===== src/rtl/demux_slot.sv =====
// demux_slot: one-entry holding register for a single output channel.
// Accepts a new word when empty or when draining in the same cycle.
module demux_slot #(
    parameter int WIDTH = 8
) (
    input  logic             clk,
    input  logic             reset,
    input  logic             load,
    input  logic [WIDTH-1:0] data,
    input  logic             out_ready,
    output logic [WIDTH-1:0] out_data,
    output logic             out_valid,
    output logic             can_accept
);

    assign can_accept = ~out_valid | out_ready;

    // Hold register: a refill wins over a drain, so no bubble is inserted
    always_ff @(posedge clk) begin
        if (reset) begin
            out_valid <= 1'b0;
            out_data  <= '0;
        end else if (load) begin
            out_valid <= 1'b1;
            out_data  <= data;
        end else if (out_ready) begin
            out_valid <= 1'b0;
        end
    end

endmodule


===== src/rtl/demux_stream.sv =====
// demux_stream: registered 1-to-NUM_OUT demultiplexer with valid/ready
// on every port, optional broadcast and a sticky bad-key flag.
module demux_stream #(
    parameter int WIDTH    = 8,
    parameter int NUM_OUT  = 4,
    parameter int SEL_BITS = 2,
    parameter bit BCAST_EN = 1'b1
) (
    input  logic                     clk,
    input  logic                     reset,
    input  logic [WIDTH-1:0]         in_data,
    input  logic [SEL_BITS-1:0]      in_key,
    input  logic                     in_bcast,
    input  logic                     in_valid,
    output logic                     in_ready,
    output logic [NUM_OUT*WIDTH-1:0] out_data,
    output logic [NUM_OUT-1:0]       out_valid,
    input  logic [NUM_OUT-1:0]       out_ready,
    output logic                     err_key
);

    if ((2 ** SEL_BITS) < NUM_OUT) begin : g_bad_sel
        $error("demux_stream: SEL_BITS too narrow for NUM_OUT");
    end

    logic [NUM_OUT-1:0] can_accept;
    logic [NUM_OUT-1:0] load;
    logic               bcast;
    logic               key_ok;
    logic               sel_ok;
    logic               take;

    // Decode destination, derive in_ready and per-channel load strobes
    always_comb begin
        bcast  = BCAST_EN & in_bcast;
        key_ok = 32'(in_key) < NUM_OUT;
        sel_ok = 1'b0;
        for (int i = 0; i < NUM_OUT; i++) begin
            if (32'(in_key) == i) sel_ok = can_accept[i];
        end
        if (reset)       in_ready = 1'b0;
        else if (bcast)  in_ready = &can_accept;
        else if (key_ok) in_ready = sel_ok;
        else             in_ready = 1'b1;
        take = in_valid & in_ready;
        load = '0;
        for (int i = 0; i < NUM_OUT; i++) begin
            load[i] = take & (bcast | (key_ok & (32'(in_key) == i)));
        end
    end

    // Sticky flag for words dropped because of an out-of-range key
    always_ff @(posedge clk) begin
        if (reset)
            err_key <= 1'b0;
        else if (take & ~bcast & ~key_ok)
            err_key <= 1'b1;
    end

    for (genvar i = 0; i < NUM_OUT; i++) begin : g_slot
        demux_slot #(
            .WIDTH(WIDTH)
        ) u_slot (
            .clk        (clk),
            .reset      (reset),
            .load       (load[i]),
            .data       (in_data),
            .out_ready  (out_ready[i]),
            .out_data   (out_data[i*WIDTH +: WIDTH]),
            .out_valid  (out_valid[i]),
            .can_accept (can_accept[i])
        );
    end

endmodule


===== config.mk =====
export PLATFORM = sky130hd
export DESIGN_NAME = demux_stream
export DESIGN_NICKNAME = d
export VERILOG_FILES = /design/src/rtl/demux_slot.sv /design/src/rtl/demux_stream.sv
export SDC_FILE = /design/constraint.sdc
export NUM_CORES = 1
export LEC_CHECK = 0
export ABC_CLOCK_PERIOD_IN_PS = 2700
export CELL_PAD_IN_SITES_DETAIL_PLACEMENT = 1
export CELL_PAD_IN_SITES_GLOBAL_PLACEMENT = 2
export CORE_UTILIZATION = 27
export CTS_CLUSTER_DIAMETER = 120
export CTS_CLUSTER_SIZE = 40
export DETAILED_ROUTE_END_ITERATION = 8
export PLACE_DENSITY = 0.93
export SYNTH_ARGS = -nofsm -noshare
export SYNTH_HDL_FRONTEND = slang
export SYNTH_HIERARCHICAL = 1
export SYNTH_SLANG_ARGS = --single-unit

===== constraint.sdc =====
create_clock -name clk -period 2.7 [get_ports clk]
set_clock_uncertainty 0.2 [all_clocks]
set_input_delay 0.54 -clock clk [delete_from_list [all_inputs] [get_ports clk]]
set_output_delay 0.54 -clock clk [all_outputs]
set_load 0.01 [all_outputs]

# Word level (Yosys, flattened, before mapping)
# Cells that the tools add are included.
[op_classes]
n_reduce_logical = 6
eq_ne = 3
mux = 14
bitwise = 17
[op_table]
columns = ["op", "n"]
rows = [
  ["$mux W1", 14],
  ["$or A1 B1 Y1", 8],
  ["$reduce_bool A2 Y1", 4],
  ["$and A1 B1 Y1", 5],
  ["$eq A2 B2 Y1 const B", 2],
  ["$not A1 Y1", 4],
  ["$reduce_and A4 Y1", 1],
  ["$eq A2 B1 Y1 const B", 1],
  ["$logic_not A2 Y1", 1],
]
[word_totals]
regBits = 36
word_cells = 48
in_bits = 18
output_inout_bits = 38

# Depth between registers and ports, before layout
# Gate-level depths: netlist of run 1.
[logic_depth]
word_depth = 11
mapped_depth = 7
ltp_nobuf = 6

# Hierarchy
# The synthesis of run 1 kept the hierarchy.
[modules_own_cells]
columns = ["mod", "n_inst", "cells_each", "area_each_um2"]
rows = [
  ["demux_slot", 4, 30, 321.6],
  ["demux_stream", 1, 20, 167.7],
]

# Least setup slack after synthesis of run 1
# No wires, ideal clock.
[synth_path]
path_type = "input -> register"
startpoint = "in out_ready[0]"
endpoint = "reg g_slot[2].u_slot.out_data[0]"
setup_slack_ns = 0.712
arrival_ns = 1.671
n_path_buf = 1
cell_stages = 7
required_time_ns = 2.383
cell_sequence = "nand2b_1 -> or3_4 -> o2111ai_4 -> a2111oi_2 -> buf_6 -> mux2i_1 -> nor2_1"
[synth_via]
elab_chain_cells = 9
[synth_lines]
columns = ["element", "line", "rtl"]
rows = [
  ["from (decl)", "demux_stream.sv:18", "input logic [NUM_OUT-1:0] out_ready,"],
  ["$or A1 B1 Y1 (*)", "demux_slot.sv:16", "assign can_accept = ~out_valid | out_ready;"],
  ["$mux W1 (4 in a row)", "demux_stream.sv:39", "if (32'(in_key) == i) sel_ok = can_accept[i];"],
  ["$mux W1 (*)", "demux_stream.sv:42", "else if (bcast) in_ready = &can_accept;"],
  ["$mux W1 (*)", "demux_stream.sv:41", "if (reset) in_ready = 1'b0;"],
  ["$and A1 B1 Y1 (*)", "demux_stream.sv:45", "take = in_valid & in_ready;"],
  ["$and A1 B1 Y1 (*)", "demux_stream.sv:48", "load[i] = take & (bcast | (key_ok & (32'(in_key) == i)));"],
  ["named net load[2]", "demux_stream.sv:27", "logic [NUM_OUT-1:0] load;"],
  ["to (signal assigned)", "demux_slot.sv:25", "out_data <= data;"],
  ["to (decl)", "demux_slot.sv:11", "output logic [WIDTH-1:0] out_data,"],
]
# The timed path passes the listed nets; every way through them passes the cells marked *.
# A chain may end at the register's enable or synchronous reset.

# Worst setup path in the final report of run 1
[layout_path]
startpoint = "in in_key[0]"
endpoint = "out in_ready"
[layout_via]
elab_chain_cells = 7
[layout_lines]
columns = ["element", "line", "rtl"]
rows = [
  ["from (decl)", "demux_stream.sv:12", "input logic [SEL_BITS-1:0] in_key,"],
  ["$logic_not A2 Y1", "demux_stream.sv:39", ""],
  ["$mux W1 (3 in a row)", "demux_stream.sv:39", ""],
  ["$mux W1 (*)", "demux_stream.sv:39", ""],
  ["$mux W1 (*)", "demux_stream.sv:42", ""],
  ["$mux W1 (*)", "demux_stream.sv:41", ""],
  ["to (decl)", "demux_stream.sv:15", "output logic in_ready,"],
]
# Every way passes the cells marked *; elsewhere a longest branch is shown, timed or not.

==> results of run 1 <==
[worst max path at each step]
stage / to / from / slack [ns]
after floorplan: g_slot[2].u_slot/out_data[0] / out_ready[0] / 0.71
after global placement: in_ready / in_key[1] / -0.11
after detailed placement: in_ready / out_ready[0] / -0.17
after CTS: in_ready / out_ready[0] / 0.03
after global routing: in_ready / in_key[0] / 0.006
final: in_ready / in_key[0] / 0.08
[cell families (layout without fill, tap and decap cells)]
family | Yosys count | in the layout | synth area share (%)
AO/OA/AOI/OAI | 11 | 11 | 8.00
buffers and inverters | 15 | 84 | 6.54
AND/OR/NAND/NOR | 45 | 45 | 13.6
flip-flops | 36 | 36 | 49.6
other | 1 | 1 | 0.258
multiplexers | 32 | 32 | 22.0
[power by group through the flow]
stage | clock network, W | logic, W | registers (W)
floorplan | 0 | 0.0000807 | 0.000588
global placement | 0 | 0.000193 | 0.000577
detailed placement | 0 | 0.000196 | 0.000578
CTS | 0.000412 | 0.000196 | 0.000566
global route | 0.000428 | 0.000210 | 0.000569
finish | 0.000392 | 0.000194 | 0.000566
[Yosys cell counts]
master | n | area [um^2]
clkbuf_2 | 4 | 20.0
buf_6 | 4 | 45.0
nand2_1 | 1 | 3.75
or3_4 | 1 | 11.3
buf_4 | 1 | 7.51
nor2_1 | 34 | 128
a21oi_2 | 2 | 17.5
inv_1 | 6 | 22.5
nand2b_1 | 6 | 37.5
o211ai_1 | 1 | 7.51
nor4_1 | 2 | 12.5
a21oi_1 | 4 | 20.0
o2bb2ai_2 | 1 | 15.0
conb_1 | 1 | 3.75
o2111ai_4 | 1 | 26.3
mux2i_1 | 32 | 320
nor3_1 | 1 | 5.00
a2111oi_2 | 2 | 30.0
dfxtp_1 | 36 | 721
[layer usage]
layer | global-route usage (%) | wire (um) | up-vias
met4 | 3.70 | 37 | 0
met3 | 5.95 | 301 | 6
li1 | - | - | 596
met2 | 24.6 | 1830 | 41
met5 | 0 | 0 | -
met1 | 15.4 | 1560 | 569
[state kept, by name, indices dropped and copies added (netlist names)]
name and cells:
g_slot.u_slot/out_data 32, g_slot.u_slot/out_valid 4
[repair_timing]
action,4_1_cts,5_1_grt
pin swaps,0,0
resized for setup,1,1
setup endpoints to repair,1,1
[layout make-up]
cell class / count / area [um^2]
multi-input combinational: 89 / 658
clock inverter: 2 / 10.0
inverter: 6 / 22.5
sequential: 36 / 721
fill: 607 / 2900
clock buffer: 6 / 82.6
tap: 70 / 87.6
timing repair buffer: 70 / 659
[critical path, stage by stage]
cell,delay (ns)
clkdlybuf4s50_1,0.49
or3_4,0.42
o211ai_1,0.10
nor3_1,0.06
dlygate4sd2_1,0.28
[metrics by stage]
step	TNS [ns]	std cells	power, W	cell area, um^2	util (%)
2_1_floorplan	0	140	0.000669	1450	-
3_3_place_gp	-0.106	271	0.000770	2140	41.7
3_5_place_dp	-0.858	271	0.000775	2140	41.7
4_1_cts	0	279	0.00117	2230	43.5
5_1_grt	0	279	0.00121	2240	43.6
6_report	0	279	0.00115	2240	43.6
==> results.tsv, run 1 <==
metric	value	unit
run status	finished, final reports clean	
Psw	0.000286	W
Hold Path Stages	2	
Vias	1212	
commonest non-fill, non-tap cells in the layout	clkdlybuf4s50_1 (53), dfxtp_1 (36), nor2_1 (34)	
worst-case clock buffer depth	2	
Synth Register Bits	36	
routed wire length	3730	um
Final ANT Viol Nets	0	
area of the core	5140	um^2
final setup margin	0.0777	ns
CTS clock-pin slew for the worst setup and hold paths	0.07	ns
die width	75.4	um
GRT Util Overall	14.0	%
# DRC	0	
ratio of cells with drive above 1 in the final layout	16.3	%
Worst setup EP type	output port	
Initial Utilization	28.3	%
Worst Setup Start Kind	primary input	
root buffer cell	clkbuf_8	
Syn. warnings	6	
PortBufs	54	
Unique masters post-synth	19	
RSZ-0062 raised after global routing	false	
clk_lat worst skew	0.28	ns
Min Clock Period, post-route	2.62	ns
Int Power	0.000865	W
hold path start	g_slot[2].u_slot/out_data[4]	
Crit path required time	1.96	ns
critical path class	in -> out	
Max IR drop VDD	0.254	mV
WHS	0.292	ns
vias in the first global route	1221	
WP data arrival	1.88	ns
Seq pwr share	49.2	%
Clk pwr share	34.0	%
hold_buf cts	0	
crit-path max FO	5	
hpwl dp	2780	um
sequential fraction of the synthesis area	49.6	%
reg2reg path depth	8	
Nets	226	
commonest non-fill, non-tap cell in the layout	clkdlybuf4s50_1	
combinational group share of total power	16.8	%
synthesis-to-finish area growth	54.1	%
FF-to-FF Start	g_slot[0].u_slot/out_valid	
Cell Area, Synth	1450	um^2
Die H	75.4	um
synthesized net count	158	
I/O pin count	56	
Cell Pwr Density	514	nW/um^2
Gate Count Post-Synth	140	
total grt overflow	0	
Setup violations, final	0	
Sw Ratio	24.8	%
Setup Fix Bufs, Post-CTS	0	
Leakage	0.829	nW
fmax	381	MHz
Avg Synthesized Cell Area	10.4	um^2
first-pass GRT wire length	5740	um
initial antenna violation count	0	
Tcrit/Tclk final	97.1	%
number of DRC markers in iteration 0	30	
Final GP Congestion	0.664	
DR vias/cell	4.34	
DRT Pass-1 Iters	4	
Max Slew Vio Count	0	
Hold Vio Cnt, Final	0	
WL/cell	13.4	um
largest net degree at the start of global routing	37	
class of the worst hold path	reg -> reg	
CTS Buf Count	5	
# H-tree levels	2	
Worst R2R Setup Slack	0.72	ns
Antenna Cells	0	
Max Cap Viol	0	
DP Worst Slack	-0.172	ns
die area	5680	um^2
CTS sink cnt	36	
WHS Endpoint	g_slot[2].u_slot/out_data[4]	
row cnt	26	
CTS tree	built	
r2r endpoint	g_slot[2].u_slot/out_data[3]	
(Power assumes the default switching activity.)
==> run 2, diff against run 1 <==
--- a/config.mk
+++ b/config.mk
@@ -12,6 +12,7 @@
 export CTS_CLUSTER_DIAMETER = 120
 export CTS_CLUSTER_SIZE = 40
 export DETAILED_ROUTE_END_ITERATION = 8
+export HOLD_SLACK_MARGIN = 0.12
 export PLACE_DENSITY = 0.93
 export SYNTH_ARGS = -nofsm -noshare
 export SYNTH_HDL_FRONTEND = slang
==> results of run 2 <==
Same layout as run 1: the final DEF is identical, and so are final timing and power.
==> run 3, diff against run 2 <==
--- a/config.mk
+++ b/config.mk
@@ -13,6 +13,7 @@
 export CTS_CLUSTER_SIZE = 40
 export DETAILED_ROUTE_END_ITERATION = 8
 export HOLD_SLACK_MARGIN = 0.12
+export MAX_ROUTING_LAYER = met4
 export PLACE_DENSITY = 0.93
 export SYNTH_ARGS = -nofsm -noshare
 export SYNTH_HDL_FRONTEND = slang
==> results.tsv, run 3 (same netlist as run 1, synthesis figures left out) <==
metric	value	unit
final setup margin	0.0777	ns
clk_lat worst skew	0.28	ns
synthesis-to-finish area growth	54.1	%
die area	5680	um^2
Max IR drop VDD	0.254	mV
WP buf/inv	2	
WP data arrival	1.88	ns
met2 Usage GRT	24.7	%
commonest non-fill, non-tap cells in the layout	clkdlybuf4s50_1 (53), dfxtp_1 (36), nor2_1 (34)	
Antenna Cells	0	
Cell Pwr Density	514	nW/um^2
root buffer cell	clkbuf_8	
vias in the first global route	1220	
class of the worst hold path	reg -> reg	
Setup violations, final	0	
Tcrit/Tclk final	97.1	%
top flop regs	g_slot.u_slot/out_data: 32 flops, g_slot.u_slot/out_valid: 4 flops	
Leakage	0.829	nW
first-pass GRT wire length	5730	um
Hold Vio Cnt, Final	0	
hpwl dp	2780	um
Nets	226	
Max Slew Vio Count	0	
largest register by flop count	g_slot.u_slot/out_data	
Pwr Total	0.00115	W
crit-path max FO	5	
Crit path required time	1.96	ns
crit-path max cell delay	0.49	ns
total grt overflow	0	
Die H	75.4	um
Worst setup EP type	output port	
Setup TNS Final	0	ns
RSZ-0062 raised after global routing	false	
die width	75.4	um
commonest non-fill, non-tap cell in the layout	clkdlybuf4s50_1	
number of DRC markers in iteration 0	27	
Final GP Congestion	0.670	
WHS	0.292	ns
run status	finished, final reports clean	
Slowest-stage cell, CP	clkdlybuf4s50_1	
fmax	381	MHz
PortBufs	54	
CP delay by family, top	buffers and inverters	
I/O pin count	56	
Most Crowded Layer GR	met2	
critical path class	in -> out	
# H-tree levels	2	
GRT Util Overall	14.4	%
Min Clock Period, post-route	2.62	ns
DR vias/cell	4.34	
area of the core	5140	um^2
crit path cell chain	clkdlybuf4s50_1 -> or3_4 -> o211ai_1 -> nor3_1 -> dlygate4sd2_1	
DRT Pass-1 Iters	4	
Final ANT Viol Nets	0	
grt met1 use	16.0	%
CTS sink cnt	36	
DP Worst Slack	-0.172	ns
# DRC	0	
Setup Fix Bufs, Post-CTS	0	
row cnt	26	
ratio of cells with drive above 1 in the final layout	16.3	%
WL/cell	13.4	um
CTS Buf Count	5	
CTS clock-pin slew for the worst setup and hold paths	0.07	ns
GR Layer Usage met3	5.03	%
CTS tree	built	
Initial Utilization	28.3	%
worst-case clock buffer depth	2	
routed wire length	3740	um
max FFs per register	32	
hold_buf cts	0	
Vias	1212	
largest net degree at the start of global routing	37	
Worst Setup Start Kind	primary input	
initial antenna violation count	0	
Max Cap Viol	0	
## run 3: path summary, 6_finish.rpt
path         slack [ns]                          from                            to  cells after the start
max reg2reg        0.72    g_slot[0].u_slot/out_valid  g_slot[2].u_slot/out_data[3]                      8
max                0.08                     in_key[0]                      in_ready                      5
min reg2reg        0.29  g_slot[2].u_slot/out_data[4]  g_slot[2].u_slot/out_data[4]                      2
min                0.29  g_slot[2].u_slot/out_data[4]  g_slot[2].u_slot/out_data[4]                      2
## run 3: tightest hold or removal path: stages (launching register included)
cell	delay (ns)
dfxtp_1	0.33
mux2i_1	0.06
nor2_1	0.07
## run 3: metrics by stage
step | utilization [%] | area (um^2) | instances
floorplan | - | 1450 | 140
global placement | 41.7 | 2140 | 271
finish | 43.6 | 2240 | 279
global route | 43.6 | 2240 | 279
detailed placement | 41.7 | 2140 | 271
CTS | 43.5 | 2230 | 279
## run 3: layer usage
metal  share of wire [%]  up-vias
met4                0.99        0
met1                  43      569
met5                   0        -
met3                 6.5        6
met2                  49       41
li1                    -      596
## run 3: layout make-up
class | count | area [um^2]
flip-flops and latches | 36 | 721
clock buffers | 6 | 82.6
clock inverters | 2 | 10.0
inverters | 6 | 22.5
multi-input cells | 89 | 658
well taps | 70 | 87.6
repair buffers | 70 | 659
fillers | 607 | 2900
## run 3: timing repair
item	in CTS	in global routing
gates resized for setup	1	1
cloned	0	0
endpoints found under the setup margin	1	1
## run 3: where the power goes
part | internal [W] | switching, W
Combinational | 0.000108 | 0.0000859
Clock | 0.000204 | 0.000188
Sequential | 0.000554 | 0.0000119
==> RTL edit 1: new RTL, config.mk and constraints of run 3 <==
`WIDTH` is set to 8 in 2 places; all go to 12.
--- a/src/rtl/demux_slot.sv
+++ b/src/rtl/demux_slot.sv
@@ -2,5 +2,5 @@
 // Accepts a new word when empty or when draining in the same cycle.
 module demux_slot #(
-    parameter int WIDTH = 8
+    parameter int WIDTH = 12
 ) (
     input  logic             clk,
--- a/src/rtl/demux_stream.sv
+++ b/src/rtl/demux_stream.sv
@@ -2,5 +2,5 @@
 // on every port, optional broadcast and a sticky bad-key flag.
 module demux_stream #(
-    parameter int WIDTH    = 8,
+    parameter int WIDTH    = 12,
     parameter int NUM_OUT  = 4,
     parameter int SEL_BITS = 2,
Ports: changed (resized in_data and out_data); port bits go from 56 to 76. The function was not compared with the original's and may differ.
==> RTL edit 1 against run 3 <==
Largest power group unchanged. Worst setup slack got worse by 0.031 ns. Area after synthesis increased by 43%. Hold slack improved by 0.0087 ns. Final area increased by 38%. Count of clock-buffer cells in the layout unchanged. Sequential cell count increased by 16. Sequential share of layout area increased by 1.5 points. Power increased by 35%. Routed wire length increased by 49%. Global-route usage increased by 0.37 points.
==> RTL edit 1: results (changes against run 3) <==
CTS Root Cell -> clkbuf_8
Port Buffers -> 74 (+37%)
P_leak -> 1.14 nW (+37%)
vias after detailed routing -> 1,636 (+35%)
n_diodes -> 0 (unchanged)
largest net degree at the start of global routing -> 53 (+43%)
DP Cell Count -> 372 (+37%)
Post-DP Area -> 2980 um2 (+39%)
Fillers -> 811 (+34%)
Regs by FF count -> g_slot.u_slot/out_data: 48 flops, g_slot.u_slot/out_valid: 4 flops
crit path to -> in_ready
Syn Nets -> 214 (+35%)
reg-to-reg critical path endpoint -> g_slot[3].u_slot/out_data[4]
Max Fclk -> 377 MHz (-1.2%)
first-pass GRT wire length -> 8580 um (+50%)
HPWL after detailed placement -> 4100 um (+48%)
peak supply drop -> 276 uV (+8.7%)
nets -> 302 (+34%)
clk slew on worst S/H paths -> 0.09 ns (+0.02 ns)
sequential fraction of the synthesis area -> 50.2% (+0.61 points)
critical path data arrival time -> 1.91 ns (+0.03 ns)
gr usage total -> 14.8% (+0.37 points)
Internal -> 0.00116 W (+34%)
Post-Syn Area per Cell -> 10.8 um2 (+4.0%)
Reg2Reg Depth -> 9 (+1)
Post-synth top cells -> 52 x dfxtp_1, 50 x nor2_1, 48 x mux2i_1
top cells by area, synth -> dfxtp_1 50%, mux2i_1 23%, nor2_1 9.0%, buf_12 3.9%, buf_6 2.2%
worst setup path start -> out_ready[0]
average vias per placed instance -> 4.31 (-0.89%)
reg2reg setup slack -> 0.66 ns (-0.06 ns)
status -> complete, no violations
Initial DRC Count -> 52 (+93%)
dpl ws -> -0.241 ns (-0.0685 ns)
drt total wl -> 5550 um (+49%)
r2r startpoint -> g_slot[0].u_slot/out_valid
Netlist cell types -> 20 (+1)
CP max FO -> 3 (-2)
-- RTL edit 1: changes by cell type in the layout (fill, tap and decap cells not counted), moves of 2 or more --
cell             before  now
clkdlybuf4s50_1      53   71
dfxtp_1              36   52
mux2i_1              32   48
nor2_1               34   50
buf_4                16   19
a2111oi_2             2    0
a2111oi_4             0    2
-- RTL edit 1: power groups by stage --
stage                     Sequential [W]  Clock (W)  Combinational (W)
after floorplan                 0.000849          0           0.000118
after global placement          0.000835          0           0.000268
after detailed placement        0.000836          0           0.000274
after CTS                       0.000819   0.000486           0.000275
after global routing            0.000822   0.000513           0.000295
final                           0.000818   0.000467           0.000271
-- RTL edit 1: metrics by stage --
step	utilization [%]	TNS [ns]
finish	42.2	0
global route	42.2	0
CTS	42.1	0
detailed placement	40.7	-5.39
global placement	40.7	-2.37
floorplan	-	0
-- RTL edit 1: worst min-delay path by stage --
stage	from	to	slack, ns	cells after the start
finish	g_slot[3].u_slot/out_data[9]	g_slot[3].u_slot/out_data[9]	0.30	2
global route	g_slot[3].u_slot/out_data[9]	g_slot[3].u_slot/out_data[9]	0.32	2
CTS	g_slot[3].u_slot/out_data[9]	g_slot[3].u_slot/out_data[9]	0.31	2
detailed placement	g_slot[2].u_slot/out_data[6]	g_slot[2].u_slot/out_data[6]	0.28	2
global placement	g_slot[1].u_slot/out_data[1]	g_slot[1].u_slot/out_data[1]	0.27	2
floorplan	g_slot[0].u_slot/out_data[8]	g_slot[0].u_slot/out_data[8]	0.33	2
-- RTL edit 1: critical path, cell delays in order --
cell and delay (ns):
clkdlybuf4s50_1 0.42, nand2b_4 0.16, or3_4 0.33, o211ai_1 0.10, nor3_1 0.07, dlygate4sd2_1 0.29
-- RTL edit 1: layout make-up --
class,instances,share of cell area [%]
sequential,52,33.6
multi-input combinational,121,29.5
timing repair buffer,94,29.1
tap,99,4.00
clock buffer,6,2.67
inverter,6,0.728
clock inverter,2,0.445
-- RTL edit 1: timing repair --
action / in CTS / in global routing
setup buffers: 0 / 0
gates resized for setup: 2 / 2
endpoints found under the setup margin: 1 / 2
hold buffers: 0 / 0
-- RTL edit 1: cells by family (layout without fill, tap and decap cells) --
kind of cell,Yosys count,count (layout),share of synthesized area (%)
buffers and inverters,19,108,8.44
and+or+nand+nor,61,61,12.4
muxes,48,48,23.2
AOI/OAI and AO/OA,11,11,5.61
other,1,1,0.181
DFF,52,52,50.2
-- RTL edit 1: metal layers --
metal	vias up	GRT usage, %	share of wire (%)
li1	808	-	-
met1	783	17.0	44
met5	-	-	0
met4	0	3.03	0.38
met3	2	3.84	4.6
met2	43	26.0	51
==> RTL edit 2: new RTL, flow settings as in run 3 <==
Without the edit above. Make the reset (`reset`) asynchronous in 2 clocked blocks.
--- a/src/rtl/demux_slot.sv
+++ b/src/rtl/demux_slot.sv
@@ -17,5 +17,5 @@
 
     // Hold register: a refill wins over a drain, so no bubble is inserted
-    always_ff @(posedge clk) begin
+    always_ff @(posedge clk or posedge reset) begin
         if (reset) begin
             out_valid <= 1'b0;
--- a/src/rtl/demux_stream.sv
+++ b/src/rtl/demux_stream.sv
@@ -51,5 +51,5 @@
 
     // Sticky flag for words dropped because of an out-of-range key
-    always_ff @(posedge clk) begin
+    always_ff @(posedge clk or posedge reset) begin
         if (reset)
             err_key <= 1'b0;
Check against the original RTL: differs if reset is asserted again (counterexample within 4 cycles, from zero or initial values and one cycle with reset high); with reset held inactive, the same outputs for 10 cycles.
==> RTL edit 2 against run 3 <==
Count of clock-buffer cells in the layout is 2 higher. First-iteration DRC count is 56% lower. Maximum frequency is 1.4% lower. Sequential cell count stayed put. Final area is 11% higher. Via count is 8.4% lower. Routed wire length is 14% higher. Final cell count is 9.3% lower. Global-route usage is 0.79 points higher. Area after synthesis is 14% higher. Worst setup slack worse by 0.039 ns. Largest cell class unchanged. Highest routed layer unchanged.
Power is not compared: it rests on default switching activity, and its combinational part moved more than twofold at a synthesized area within 25%.
==> RTL edit 2: results (changes against run 3) <==
status -> complete, no violations
RD Place Congestion -> 0.831 (+24%)
Gate Count Post-Synth -> 104 (-26%)
HPWL after detailed placement -> 3300 um (+19%)
Regs by FF count -> g_slot.u_slot/out_data: 32 flops, g_slot.u_slot/out_valid: 4 flops
vias in the first global route -> 1,233 (+1.1%)
Syn Nets -> 122 (-23%)
sequential fraction of the synthesis area -> 54.3% (+4.7 points)
critical path data arrival time -> 1.92 ns (+0.04 ns)
nets -> 195 (-14%)
reg2reg setup slack -> 0.56 ns (-0.16 ns)
WHS Path Cells -> 1 (-1)
top cells by area, synth -> dfrtp_1 54%, mux2_4 29%, nand2b_1 3.8%, buf_6 2.7%, a2111oi_2 1.8%
final instance area -> 2480 um2 (+11%)
clock tree buffer depth -> 2 (unchanged)
drt total wl -> 4250 um (+14%)
Post-DP Area -> 2380 um2 (+11%)
Psw -> 0.000501 W
CP max FO -> 3 (-2)
postcts setup bufs -> 0 (unchanged)
Top FF cell, synth -> dfrtp_1
Crit-path slowest cell -> clkdlybuf4s50_1
HP Class -> flop to flop
TritonCTS Buffers -> 5 (unchanged)
clk slew on worst S/H paths -> 0.07 ns (about the same)
peak supply drop -> 284 uV
average vias per placed instance -> 4.39 (+1.0%)
WS Path Type -> input pin to primary output
Reg2Reg Depth -> 7 (-1)
first-pass GRT wire length -> 6760 um (+18%)
dpl ws -> -0.248 ns (-0.0759 ns)
Initial DRC Count -> 12 (-56%)
vias after detailed routing -> 1,110 (-8.4%)
clk_lat worst skew -> 0.27 ns
Post-synth top cells -> 36 x dfrtp_1, 32 x mux2_4, 10 x nand2b_1
gr usage total -> 15.2% (+0.79 points)
initial antenna violation count -> 0 (unchanged)
DP Cell Count -> 245 (-9.6%)
Fillers -> 613 (+0.99%)
hold slack -> 0.312 ns (+0.0198 ns)
largest net degree at the start of global routing -> 11 (-70%)
H-Tree Depth -> 2 (unchanged)
TritonRoute pass-1 iters -> 4 (unchanged)
delay-heaviest family, CP -> buffers and inverters
Netlist cell types -> 17 (-2)
Syn. warnings -> 6 (unchanged)
CTS Root Cell -> clkbuf_8
period utilization -> 98.5% (+1.4 points)
ys async rst share -> 100% (+100 points)
Port Buffers -> 54 (unchanged)
P_leak -> 1.12 nW
Critical Path Max Stage Delay -> 0.43 ns (-0.06 ns)
share of cells above drive strength 1 -> 36.5% (+20 points)
==> RTL edit 2: cell type report <==
type | count | area share (%)
Timing Repair Buffer | 71 | 27.1
Multi-Input combinational cell | 57 | 28.3
Tap cell | 75 | 3.78
Inverter | 6 | 0.907
Clock buffer | 8 | 3.63
Sequential cell | 36 | 36.3
==> RTL edit 2: power by group through the flow <==
stage | clock network, W | logic (W) | registers (W)
2_1_floorplan | 0 | 0.000266 | 0.000839
3_5_place_dp | 0 | 0.000729 | 0.000785
6_report | 0.000378 | 0.000720 | 0.000778
5_1_grt | 0.000424 | 0.000763 | 0.000798
4_1_cts | 0.000395 | 0.000729 | 0.000783
3_3_place_gp | 0 | 0.000710 | 0.000781
==> RTL edit 2: layer usage <==
layer | share of wire, % | up-vias | track usage, %
li1 | - | 502 | -
met2 | 52 | 37 | 25.5
met5 | 0 | - | -
met4 | 0.80 | 0 | 4.29
met3 | 4.5 | 5 | 3.07
met1 | 43 | 566 | 18.5
==> RTL edit 2: kinds of logic after synthesis <==
logic type / after synthesis / synth area share, %
flip-flops: 36 / 54.3
multiplexers: 32 / 29.0
AND/OR/NAND/NOR: 17 / 6.18
buffers and inverters: 11 / 4.52
AO/OA/AOI/OAI: 7 / 5.81
other: 1 / 0.226
==> RTL edit 2: path summary, 6_finish.rpt <==
kind | from | to
setup reg to reg | g_slot[0].u_slot/out_valid | g_slot[1].u_slot/out_data[0]
min in group asynchronous | reset | g_slot[2].u_slot/out_data[6]
hold / removal | g_slot[3].u_slot/out_data[0] | g_slot[3].u_slot/out_data[0]
hold reg to reg | g_slot[3].u_slot/out_data[0] | g_slot[3].u_slot/out_data[0]
setup / recovery | out_ready[0] | in_ready
max in group asynchronous | reset | g_slot[3].u_slot/out_data[0]
